File: src/rtl/sobel_pkg.sv
// ---------------------------------------------------------------------------
// sobel_pkg
//   Shared types and constants for the Sobel gradient stage.
//   - sobel_dir_t : quantized gradient direction (0, 45, 90, 135 degrees)
//   - TAN22_Q8 / TAN67_Q8 : tan(22.5) and tan(67.5) in Q8 fixed point
//   - MAG_MAX : saturation ceiling of the 8-bit magnitude
//   - win_px(r, c) : LSB index of pixel p[r][c] inside the 72-bit window
// ---------------------------------------------------------------------------
package sobel_pkg;

  typedef enum logic [1:0] {
    DIR_0   = 2'd0,
    DIR_45  = 2'd1,
    DIR_90  = 2'd2,
    DIR_135 = 2'd3
  } sobel_dir_t;

  localparam int TAN22_Q8 = 106;
  localparam int TAN67_Q8 = 618;
  localparam int MAG_MAX  = 255;

  localparam int PIX_W = 8;
  localparam int WIN_W = 9 * PIX_W;

  // Row-major packing: p[0][0] in the low byte, p[2][2] in the high byte.
  function automatic int win_px(input int r, input int c);
    return PIX_W * (3 * r + c);
  endfunction

endpackage

File: src/rtl/sobel_dir_quantizer.sv
// ---------------------------------------------------------------------------
// sobel_dir_quantizer
//   Two-register direction quantizer (pipeline stages S2 and S3).
//   S2 registers the two threshold comparisons and the sign-equality bit;
//   S3 resolves them into a registered direction code.
//
//   Ports:
//     clk      in   clock, rising edge
//     rstN     in   synchronous reset, active-high
//     ax       in   |Gx|, 10-bit unsigned (combinational, from S1 registers)
//     ay       in   |Gy|, 10-bit unsigned (combinational, from S1 registers)
//     sign_eq  in   1 when Gx and Gy have the same sign
//     dir      out  registered sobel_dir_t (S3)
// ---------------------------------------------------------------------------
module sobel_dir_quantizer
  import sobel_pkg::*;
(
  input  logic       clk,
  input  logic       rstN,
  input  logic [9:0] ax,
  input  logic [9:0] ay,
  input  logic       sign_eq,
  output sobel_dir_t dir
);

  // Compare ay/ax against tan thresholds without division:
  // ay/ax <= tan(22.5)  <=>  ay*256 <= ax*T1  (products fit 20 bits).
  logic [19:0] ay_q8;
  logic [19:0] ax_t1;
  logic [19:0] ax_t2;

  assign ay_q8 = {2'b00, ay, 8'h00};
  assign ax_t1 = 20'(ax) * 20'(TAN22_Q8);
  assign ax_t2 = 20'(ax) * 20'(TAN67_Q8);

  logic le_t1_s2;
  logic ge_t2_s2;
  logic sign_eq_s2;

  // S2: comparison results
  always_ff @(posedge clk) begin
    if (rstN) begin
      le_t1_s2   <= 1'b0;
      ge_t2_s2   <= 1'b0;
      sign_eq_s2 <= 1'b0;
    end else begin
      le_t1_s2   <= (ay_q8 <= ax_t1);
      ge_t2_s2   <= (ay_q8 >= ax_t2);
      sign_eq_s2 <= sign_eq;
    end
  end

  // S3: priority resolve. A zero gradient satisfies le_t1 (0 <= 0) and
  // therefore lands on DIR_0.
  always_ff @(posedge clk) begin
    if (rstN) begin
      dir <= DIR_0;
    end else if (le_t1_s2) begin
      dir <= DIR_0;
    end else if (ge_t2_s2) begin
      dir <= DIR_90;
    end else if (sign_eq_s2) begin
      dir <= DIR_45;
    end else begin
      dir <= DIR_135;
    end
  end

endmodule

File: src/rtl/sobel_filter.sv
// ---------------------------------------------------------------------------
// sobel_filter
//   Three-stage pipelined Sobel gradient: per 3x3 window it produces a
//   saturated 8-bit magnitude |Gx|+|Gy| and a 2-bit quantized direction,
//   and pulses a frame-done flag on the FRAME_PIXELS-th output of a frame.
//
//   Parameters:
//     FRAME_PIXELS  number of outputs per frame
//
//   Ports:
//     clk                  in   clock, rising edge
//     rstN                 in   synchronous reset, active-high
//     sobel_data_in        in   72-bit window, p[r][c] at bits 8*(3r+c) +: 8
//     sobel_data_in_valid  in   window qualifier
//     sobel_mag_out        out  min(|Gx|+|Gy|, 255)
//     sobel_dir_out        out  0=0deg, 1=45deg, 2=90deg, 3=135deg
//     sobel_out_valid      out  qualifies mag/dir
//     sobel_frame_done     out  one-cycle pulse with the last output of a frame
//
//   Handshake: valid-only, no ready. A window is taken on every rising edge
//   where sobel_data_in_valid is high; sobel_out_valid rises exactly three
//   edges later and input gaps reappear as output gaps. Data outputs are
//   meaningful only while sobel_out_valid is high.
// ---------------------------------------------------------------------------
module sobel_filter
  import sobel_pkg::*;
#(
  parameter int FRAME_PIXELS = 258064
) (
  input  logic             clk,
  input  logic             rstN,
  input  logic [WIN_W-1:0] sobel_data_in,
  input  logic             sobel_data_in_valid,
  output logic [7:0]       sobel_mag_out,
  output logic [1:0]       sobel_dir_out,
  output logic             sobel_out_valid,
  output logic             sobel_frame_done
);

  localparam int CNT_W = (FRAME_PIXELS > 1) ? $clog2(FRAME_PIXELS) : 1;
  localparam logic [CNT_W-1:0] CNT_LAST = CNT_W'(FRAME_PIXELS - 1);

  // Zero-extended pixel as an 11-bit signed operand.
  function automatic logic signed [10:0] px(input logic [WIN_W-1:0] w,
                                            input int r, input int c);
    return $signed({3'b000, w[win_px(r, c) +: PIX_W]});
  endfunction

  // ---------------- S1: gradients ----------------
  logic signed [10:0] gx_c;
  logic signed [10:0] gy_c;

  always_comb begin
    gx_c = (px(sobel_data_in, 0, 2) + (px(sobel_data_in, 1, 2) <<< 1)
            + px(sobel_data_in, 2, 2))
         - (px(sobel_data_in, 0, 0) + (px(sobel_data_in, 1, 0) <<< 1)
            + px(sobel_data_in, 2, 0));
    gy_c = (px(sobel_data_in, 2, 0) + (px(sobel_data_in, 2, 1) <<< 1)
            + px(sobel_data_in, 2, 2))
         - (px(sobel_data_in, 0, 0) + (px(sobel_data_in, 0, 1) <<< 1)
            + px(sobel_data_in, 0, 2));
  end

  logic signed [10:0] gx_s1;
  logic signed [10:0] gy_s1;
  logic               v_s1;

  always_ff @(posedge clk) begin
    if (rstN) begin
      gx_s1 <= '0;
      gy_s1 <= '0;
      v_s1  <= 1'b0;
    end else begin
      gx_s1 <= gx_c;
      gy_s1 <= gy_c;
      v_s1  <= sobel_data_in_valid;
    end
  end

  // ---------------- S2: abs, sum ----------------
  // |G| <= 1020, so the absolute value always fits the low 10 bits.
  logic [9:0]  ax_c;
  logic [9:0]  ay_c;
  logic        sign_eq_c;
  logic [10:0] sum_c;

  assign ax_c      = 10'(gx_s1[10] ? -gx_s1 : gx_s1);
  assign ay_c      = 10'(gy_s1[10] ? -gy_s1 : gy_s1);
  assign sign_eq_c = (gx_s1[10] == gy_s1[10]);
  assign sum_c     = {1'b0, ax_c} + {1'b0, ay_c};

  logic [10:0] sum_s2;
  logic        v_s2;

  always_ff @(posedge clk) begin
    if (rstN) begin
      sum_s2 <= '0;
      v_s2   <= 1'b0;
    end else begin
      sum_s2 <= sum_c;
      v_s2   <= v_s1;
    end
  end

  // Direction path owns its own S2/S3 registers.
  sobel_dir_t dir_s3;

  sobel_dir_quantizer u_dir (
    .clk     (clk),
    .rstN    (rstN),
    .ax      (ax_c),
    .ay      (ay_c),
    .sign_eq (sign_eq_c),
    .dir     (dir_s3)
  );

  // ---------------- S3: saturate, valid, frame count ----------------
  logic [CNT_W-1:0] frame_cnt;

  always_ff @(posedge clk) begin
    if (rstN) begin
      sobel_mag_out <= '0;
      sobel_out_valid <= 1'b0;
    end else begin
      sobel_mag_out   <= (sum_s2 > 11'(MAG_MAX)) ? 8'(MAG_MAX) : sum_s2[7:0];
      sobel_out_valid <= v_s2;
    end
  end

  // The counter advances with the output it accounts for, so the pulse and
  // the wrap land on the same edge and the next frame can start immediately.
  always_ff @(posedge clk) begin
    if (rstN) begin
      frame_cnt        <= '0;
      sobel_frame_done <= 1'b0;
    end else if (v_s2) begin
      if (frame_cnt == CNT_LAST) begin
        frame_cnt        <= '0;
        sobel_frame_done <= 1'b1;
      end else begin
        frame_cnt        <= frame_cnt + CNT_W'(1);
        sobel_frame_done <= 1'b0;
      end
    end else begin
      sobel_frame_done <= 1'b0;
    end
  end

  assign sobel_dir_out = dir_s3;

endmodule
File: config.mk
export PLATFORM = sky130hd
export DESIGN_NAME = sobel_filter
export DESIGN_NICKNAME = d
export VERILOG_FILES = /design/src/rtl/sobel_pkg.sv /design/src/rtl/sobel_dir_quantizer.sv /design/src/rtl/sobel_filter.sv
export SDC_FILE = /design/constraint.sdc
export NUM_CORES = 1
export LEC_CHECK = 0
export CORE_MARGIN = 2
export CORE_UTILIZATION = 38
export CTS_BUF_LIST = sky130_fd_sc_hd__clkbuf_16
export DETAILED_ROUTE_END_ITERATION = 7
export DONT_BUFFER_PORTS = 1
export GPL_ROUTABILITY_DRIVEN = 0
export GPL_TIMING_DRIVEN = 0
export PLACE_DENSITY = 0.6
export SETUP_SLACK_MARGIN = 0.15
export SKIP_LAST_GASP = 1
export SLEW_MARGIN = 40
export SYNTH_ARGS = -nofsm -noshare
export SYNTH_HDL_FRONTEND = slang
export SYNTH_SLANG_ARGS = --single-unit
File: constraint.sdc
create_clock -name clk -period 8.1 [get_ports clk]
set_clock_uncertainty 0.15 [all_clocks]
set_input_delay 1.215 -clock clk [delete_from_list [all_inputs] [get_ports clk]]
set_output_delay 1.215 -clock clk [all_outputs]
set_load 0.01 [all_outputs]
======== Yosys cells after proc, flatten, opt, wreduce, memory -nomap -nowiden ========
Cells that the tools add are included.
cells by class
  add/subtract/negate cells ............... 14
  multipliers ............................. 2
  $lt $le $gt $ge ......................... 3
  equality and inequality tests ........... 2
  multiplexer cells ....................... 7
  bitwise operators ....................... 1
  reductions and logical operators ........ 3
operators with widths
  kind                   number
  $add 10x8->11          4
  $add 8x9->10           4
  $sub 11x11->11         2
  $ge 18x20->1           1
  $mux 10                2
  $neg 10->10            2
  $mul 10x9->19 const B  1
  $add 18x1->18 const B  1
  $eq 18x18->1 const B   1
  $le 18x17->1           1
  $mux 18                1
  $mul 10x6->16 const B  1
  $add 10x10->11         1
  $gt 11x8->1 const B    1
  $mux 8                 1
  $mux 2                 2
  $reduce_or 2->1        2
  $reduce_or 3->1        1
  $eq 1x1->1             1
  $mux 1                 1
  $not 1->1              1
storage, ports and cells
  register bits after elaboration ......... 68
  input bits .............................. 75
  output and inout port bits .............. 12
  word-level logic and storage cells ...... 46

======== Logic depth before layout (Yosys ltp) ========
Gate-level depths: netlist (run 1).
  word-level depth ........................ 4
  gate-level depth with buffers ........... 27
  mapped depth without buffers ............ 27

======== Cells and area by module ========
Synthesis (run 1) repeated with hierarchy kept, for this count alone.
unflattened totals
  cells, all modules ...................... 936
  area total of the unflattened synthesis .. 8390.5 um^2
by module, submodules not included
  module               times used  cells an instance  area an instance (um^2)  seq. area each (um^2)
  sobel_filter         1           585                5283.8                   1261.2
  sobel_dir_quantizer  1           351                3106.7                   100.1

======== Worst setup path before layout (run 1) ========
Ideal clock, no wire load.
  path kind ............................... register -> register
  from .................................... reg gx_s1[0]
  to ...................................... reg u_dir.ge_t2_s2
  setup time .............................. 0.132 ns
  arrival time ............................ 5.437 ns
  data required time ...................... 7.818 ns
  slack ................................... 2.382 ns
  cell stages (with the launch flop) ...... 24
  buffers on the path ..................... 0
  clock period less this slack ............ 5.718 ns
  cell sequence ........................... dfxtp_1 -> nor3_1 -> nand2_1 -> or3_1 -> o31a_1 -> xnor2_1 -> inv_1 -> ha_1 -> inv_1 -> fa_1 -> fa_1 -> fa_1 -> inv_1 -> ha_1 -> a21o_1 -> or3_1 -> o211ai_1 -> nand2b_1 -> a21oi_1 -> xor2_1 -> ha_1 -> nor2b_1 -> nor4_1 -> a211oi_2
on the way
  word-level cells in the longest chain between the ends .. 4
ends and longest elaborated chain
  what                    RTL line                   RTL
  start, declared         sobel_filter.sv:64         logic signed [10:0] gx_s1;
  start signal, assigned  sobel_filter.sv:74         gx_s1 <= gx_c;
  $neg 10->10             sobel_filter.sv:87         assign ax_c = 10'(gx_s1[10] ? -gx_s1 : gx_s1);
  $mux 10 (*)             sobel_filter.sv:87
  $mul 10x9->19 (*)       sobel_dir_quantizer.sv:34  assign ax_t2 = 20'(ax) * 20'(TAN67_Q8);
  $ge 18x20->1 (*)        sobel_dir_quantizer.sv:48  ge_t2_s2 <= (ay_q8 >= ax_t2);
  end signal, assigned    sobel_dir_quantizer.sv:48
  end, declared           sobel_dir_quantizer.sv:37  logic ge_t2_s2;
Every way passes the cells marked *; elsewhere a longest branch is shown, timed or not.
A chain may end at the register's enable or synchronous reset.

======== Worst setup path in the final report (run 1) ========
Same ends and word-level chain as after synthesis.

==> results of run 1 <==
-- sequential cells by signal (all words and copies together) (netlist names) --
signal,count
frame_cnt,18
gx_s1,11
gy_s1,11
sobel_frame_done,1
sobel_mag_out,8
sobel_out_valid,1
sum_s2,11
u_dir.dir,2
u_dir.ge_t2_s2,1
u_dir.le_t1_s2,1
u_dir.sign_eq_s2,1
v_s1,1
v_s2,1
-- cells in the final DEF (no fill, tap or decap), types with 23 or more instances in the layout --
cell type    n
inv_1      173
ha_1       130
fa_1        96
nor2_1      85
dfxtp_1     68
nand2_1     38
xor2_1      33
a21oi_1     27
xnor2_1     26
nor2b_1     23
-- cell families (layout without fill, tap and decap cells) --
logic type               after synthesis  in the layout  share of synthesized area
adder cells (fa/ha/maj)              226            226                      0.442
AND/OR/NAND/NOR                      218            218                      0.128
buffers and inverters                183            199                     0.0858
AO/OA/AOI/OAI                        112            112                     0.0964
flip-flops                            68             68                      0.169
XOR/XNOR                              66             66                     0.0720
multiplexers                           5              5                    0.00685
-- final cells by class --
cell class,count,share of cell area
inverter,173,0.0744
clock inverter,7,0.00775
buffer,10,0.00459
sequential,68,0.156
tap,275,0.0394
multi-input combinational,627,0.692
clock buffer,9,0.0258
-- routing by layer --
metal	vias to the layer above	wire (µm)
li1	2857	-
met1	2645	7520
met2	86	7710
met3	17	580
met4	0	256
met5	-	0
-- worst max path at each step --
stage | startpoint | endpoint | depth (start not counted)
4_1_cts | gx_s1[0] | u_dir.ge_t2_s2 | 24
6_report | gx_s1[0] | u_dir.ge_t2_s2 | 24
2_1_floorplan | gx_s1[0] | u_dir.ge_t2_s2 | 23
5_1_grt | gx_s1[0] | u_dir.ge_t2_s2 | 24
3_3_place_gp | gx_s1[0] | u_dir.ge_t2_s2 | 23
3_5_place_dp | gx_s1[0] | u_dir.ge_t2_s2 | 24
-- metrics by stage --
step | cells | instance area, µm² | hold slack, ns | setup slack (ns)
after floorplan | 878 | 8030 | 0.243 | 2.38
after global placement | 1153 | 8380 | 0.250 | 1.41
after detailed placement | 1153 | 8420 | 0.258 | 1.31
after CTS | 1169 | 8720 | 0.266 | 1.26
after global routing | 1169 | 8720 | 0.296 | 1.07
final | 1169 | 8720 | 0.265 | 1.46
==> results.cfg, run 1 <==
[run_status]
status = finished clean

[worst_setup_path]
slowest_delay_ns = 0.52
rr_endpoint = u_dir.ge_t2_s2
cp.required_ns = 8.16
path_buf_inv = 3
endpoint_kind = flip-flop
worstSetupPathType = reg2reg
crit_slowest_cell = fa_1
rr_worst_depth = 24
reg2reg_from = gx_s1[0]
crit_family = adder cells
critPathLaunchType = flip-flop
r2r_slack_ns = 1.46
cp_cell_sequence = nor3_1, nand2_1, or3_1, o31a_1, xnor2_1, inv_1, ha_1, inv_1, fa_1, fa_1, fa_1, inv_1, ha_1, a21o_1, or3_1, o211ai_1, nand2b_1, a21oi_1, xor2_1, ha_1, o2111ai_1, a31oi_1, nor4_1, a211oi_2
worstPathMaxFanout = 10
worstPathArrival_ns = 6.69

[global_route]
met2_usage = 0.267
first_global_vias = 5892
antenna_found_initial = 0
grt_max_degree = 13
grt_overflow = 0
met3_usage = 0.0229
grt_util_all_layers = 0.156
busiest_layer = met2
grt_pass1_wl_um = 27600
use_met1 = 0.207

[floorplanning]
core.rowCount = 53
dieHeight_um = 149
io_pins = 87
design.core.area_mm2 = 0.0209
die_x_um = 149
dieArea_mm2 = 0.0223
start_util = 0.385

[final_layout]
drive_gt1_frac = 0.0447
n_antenna_cell = 0
multi_input_area_mm2 = 0.00604
register_area_mm2 = 0.00136
nets = 1190
fillers = 2126
fin_util = 0.418
areaGrowthSynthToFinish_pct = 8.58

[clock_network]
clock-sinks = 68
cts_max_level = 3
cts_hold_buf = 0
post_cts_buffers = 0
insertion_delay_ns = 0.33
clockRootBuffer = clkbuf_16
cts_inserted_buffers = 9
cts_tree = done
clkSlewWorstSetupHoldPaths_ns = 0.05
clock_path_buffers = 2
cts-resized-gates = 0

[synth]
async_reset_ff_frac = 0
synth_fp_nets = 1179
synth_top_area_share = 0.239
yosys-top-cells-count = inv_1 (173), ha_1 (130), fa_1 (96)
synth_ff_type = dfxtp_1
synth_area_leaders = fa_1 (24%), ha_1 (20%), dfxtp_1 (17%), inv_1 (8.1%), nor2_1 (4.0%)
avgSynthCellArea_um2 = 9.15
synth_warnings = 0
ys_seq_area_frac = 0.169
yosysUniqueCellTypes = 52
synth_area_leader_cell = fa_1
synth_seq_cells = 68
synth.most_common_cell = inv_1
synth_cells = 878
synth_edf_count = 0
syn_area_mm2 = 0.00803

[routing]
drc = 0
avgViaCountPerCell = 4.79
drt-total-wl_um = 16100
drt_iter0_markers = 201
wl_per_cell_um = 13.7
vias = 5605
first_pass_iters = 6
final_antenna_net_count = 0

[timing]
finalHoldViolCount = 0
max_clock_freq_ghz = 0.151
worst_pin_slew_ns = 0.735
tns_ns = 0
relSlewSlack = 0.505
maxSlewViolCount = 0
setup_viol = 0
rsz0062_at_grt = false
min_period_ns = 6.64
period_share = 0.819

[placement]
io_buffers = 0
dp_hpwl_um = 13600

[job]
max_cap_violations = 0

[worst_hold_path]
whs_path_depth = 1
hp-start = u_dir.sign_eq_s2
hold_class = reg2reg
min_to = u_dir.dir[1]
Power of run 1 is not shown: default switching activity piles up to over one toggle a cycle in this logic, so the estimate is an artifact.
==> run 2: changes to the inputs <==
--- a/config.mk
+++ b/config.mk
@@ -12,7 +12,7 @@
 export DONT_BUFFER_PORTS = 1
 export GPL_ROUTABILITY_DRIVEN = 0
 export GPL_TIMING_DRIVEN = 0
-export PLACE_DENSITY = 0.6
+export PLACE_DENSITY = 0.62
 export SETUP_SLACK_MARGIN = 0.15
 export SKIP_LAST_GASP = 1
 export SLEW_MARGIN = 40
==> constraint.sdc (replaced) <==
create_clock -name clk -period 6 [get_ports clk]
set_clock_uncertainty 0.15 [all_clocks]
set_input_delay 0.9 -clock clk [delete_from_list [all_inputs] [get_ports clk]]
set_output_delay 0.9 -clock clk [all_outputs]
set_load 0.01 [all_outputs]
==> run 2 against run 1 <==
Net effect:
- die area unchanged
- count of clock-buffer cells in the layout unchanged
- maximum frequency increased by 15%
- register-to-register slack got worse by 1.2 ns
- critical path type unchanged
- design area increased by 4.6%
- hold slack improved by 0.011 ns
- first-iteration DRC count decreased by 28%
==> results.cfg, run 2 (synthesized netlist as in run 1, its figures left out) <==
[run_status]
status = finished clean

[routing]
drt-total-wl_um = 16900
avgViaCountPerCell = 4.82
final_antenna_net_count = 0
wl_per_cell_um = 14.2
drc = 0
drt_iter0_markers = 144
vias = 5733
first_pass_iters = 4

[timing]
rsz0062_at_grt = true
relSlewSlack = 0.515
layout_setup_ws_ns = 0.242
min_period_ns = 5.76
maxSlewViolCount = 0
max_clock_freq_ghz = 0.174
period_share = 0.960
finalHoldViolCount = 0
worst_pin_slew_ns = 0.720
setup_viol = 0

[worst_setup_path]
slowest_delay_ns = 0.54
endpoint_kind = flip-flop
cp_cell_sequence = nor3_2, nand2_1, or3_4, o31a_1, xnor2_2, inv_4, ha_4, inv_2, fa_1, fa_2, fa_2, inv_2, ha_4, a21o_1, or3_4, o211ai_1, nand2b_1, a21oi_2, xor2_1, ha_1, nor2b_2, nor4_2, a211oi_2
crit_slowest_cell = fa_2
worstSetupPathType = reg2reg
crit_family = adder cells
cp.required_ns = 6.06
worstPathArrival_ns = 5.82
critPathLaunchType = flip-flop
path_buf_inv = 3
worstPathMaxFanout = 2

[clock_network]
cts_tree = done
clkSlewWorstSetupHoldPaths_ns = 0.05
insertion_delay_ns = 0.33
cts_inserted_buffers = 9
cts_max_level = 3
clockRootBuffer = clkbuf_16
clock-sinks = 68
clock_path_buffers = 2

[placement]
place_ws_ns = -0.721
dp.cells = 1153
post_dp_cell_area_mm2 = 0.00843
io_buffers = 0
dp_hpwl_um = 13600

[global_route]
first_global_vias = 6044
grt_util_all_layers = 0.164
antenna_found_initial = 0
grt_pass1_wl_um = 28900
grt_overflow = 0
grt_max_degree = 12

[final_layout]
nets = 1211
stdcell_count = 1189
largest_register = frame_cnt
largest_reg_flops = 18
n_antenna_cell = 0
final_area_mm2 = 0.00912
drive_gt1_frac = 0.106
multi_input_area_mm2 = 0.00624
layout_commonest_cell = inv_1
final_cell_mix = inv_1 (167), ha_1 (122), fa_1 (93)
areaGrowthSynthToFinish_pct = 13.6
fillers = 2027
register_area_mm2 = 0.00137

[floorplanning]
die_x_um = 149
core.rowCount = 53
dieArea_mm2 = 0.0223
design.core.area_mm2 = 0.0209
dieHeight_um = 149
start_util = 0.385
io_pins = 87

[job]
max_cap_violations = 0

[worst_hold_path]
hold_class = reg2reg
[run 2: stage by stage]
stage / utilization / hold slack [ns] / TNS (ns)
after floorplan: - / 0.243 / 0
after global placement: 0.401 / 0.252 / -1.32
after detailed placement: 0.404 / 0.258 / -1.11
after CTS: 0.429 / 0.265 / -0.0689
after global routing: 0.437 / 0.293 / 0
final: 0.437 / 0.275 / 0
[run 2: final timing paths]
kind	from	end	slack, ns	depth (start not counted)
worst min-delay path	u_dir.sign_eq_s2	u_dir.dir[1]	0.28	1
worst min register to register	u_dir.sign_eq_s2	u_dir.dir[1]	0.28	1
worst max-delay path	gx_s1[4]	u_dir.ge_t2_s2	0.24	23
worst max register to register	gx_s1[4]	u_dir.ge_t2_s2	0.24	23
[run 2: what timing repair did]
action | CTS | global route
setup endpoints to repair | 2 | 2
gates resized for setup | 25 | 25
hold buffers | 0 | 0
pin swaps | 22 | 25
buffers inserted | 15 | 6
gates cloned | 0 | 0
[run 2: metal layers]
metal	global-route usage	share of wire
met1	0.214	0.45
met2	0.285	0.48
met5	0	0
met3	0.0211	0.037
met4	0.0467	0.026
[run 2: final cells by class]
| class | count | share of cell area |
|---|---|---|
| plain buffers | 10 | 0.00439 |
| inverters | 173 | 0.0714 |
| clock inverters | 6 | 0.00891 |
| well taps | 275 | 0.0377 |
| repair buffers | 21 | 0.0181 |
| flip-flops and latches | 68 | 0.150 |
| clock buffers | 9 | 0.0247 |
| multi-input cells | 627 | 0.684 |
[run 2: worst reg2reg max path, stage by stage, from the launching register on]
cell      delay [ns]
dfxtp_4         0.34
nor3_2          0.16
nand2_1         0.08
or3_4           0.33
o31a_1          0.27
xnor2_2         0.23
inv_4           0.08
ha_4            0.27
inv_2           0.04
fa_1            0.52
fa_2            0.44
fa_2            0.54
inv_2           0.05
ha_4            0.16
a21o_1          0.19
or3_4           0.33
o211ai_1        0.21
nand2b_1        0.10
a21oi_2         0.16
xor2_1          0.19
ha_1            0.29
nor2b_2         0.17
nor4_2          0.24
a211oi_2        0.08
Power of run 2 is left out for the same reason.
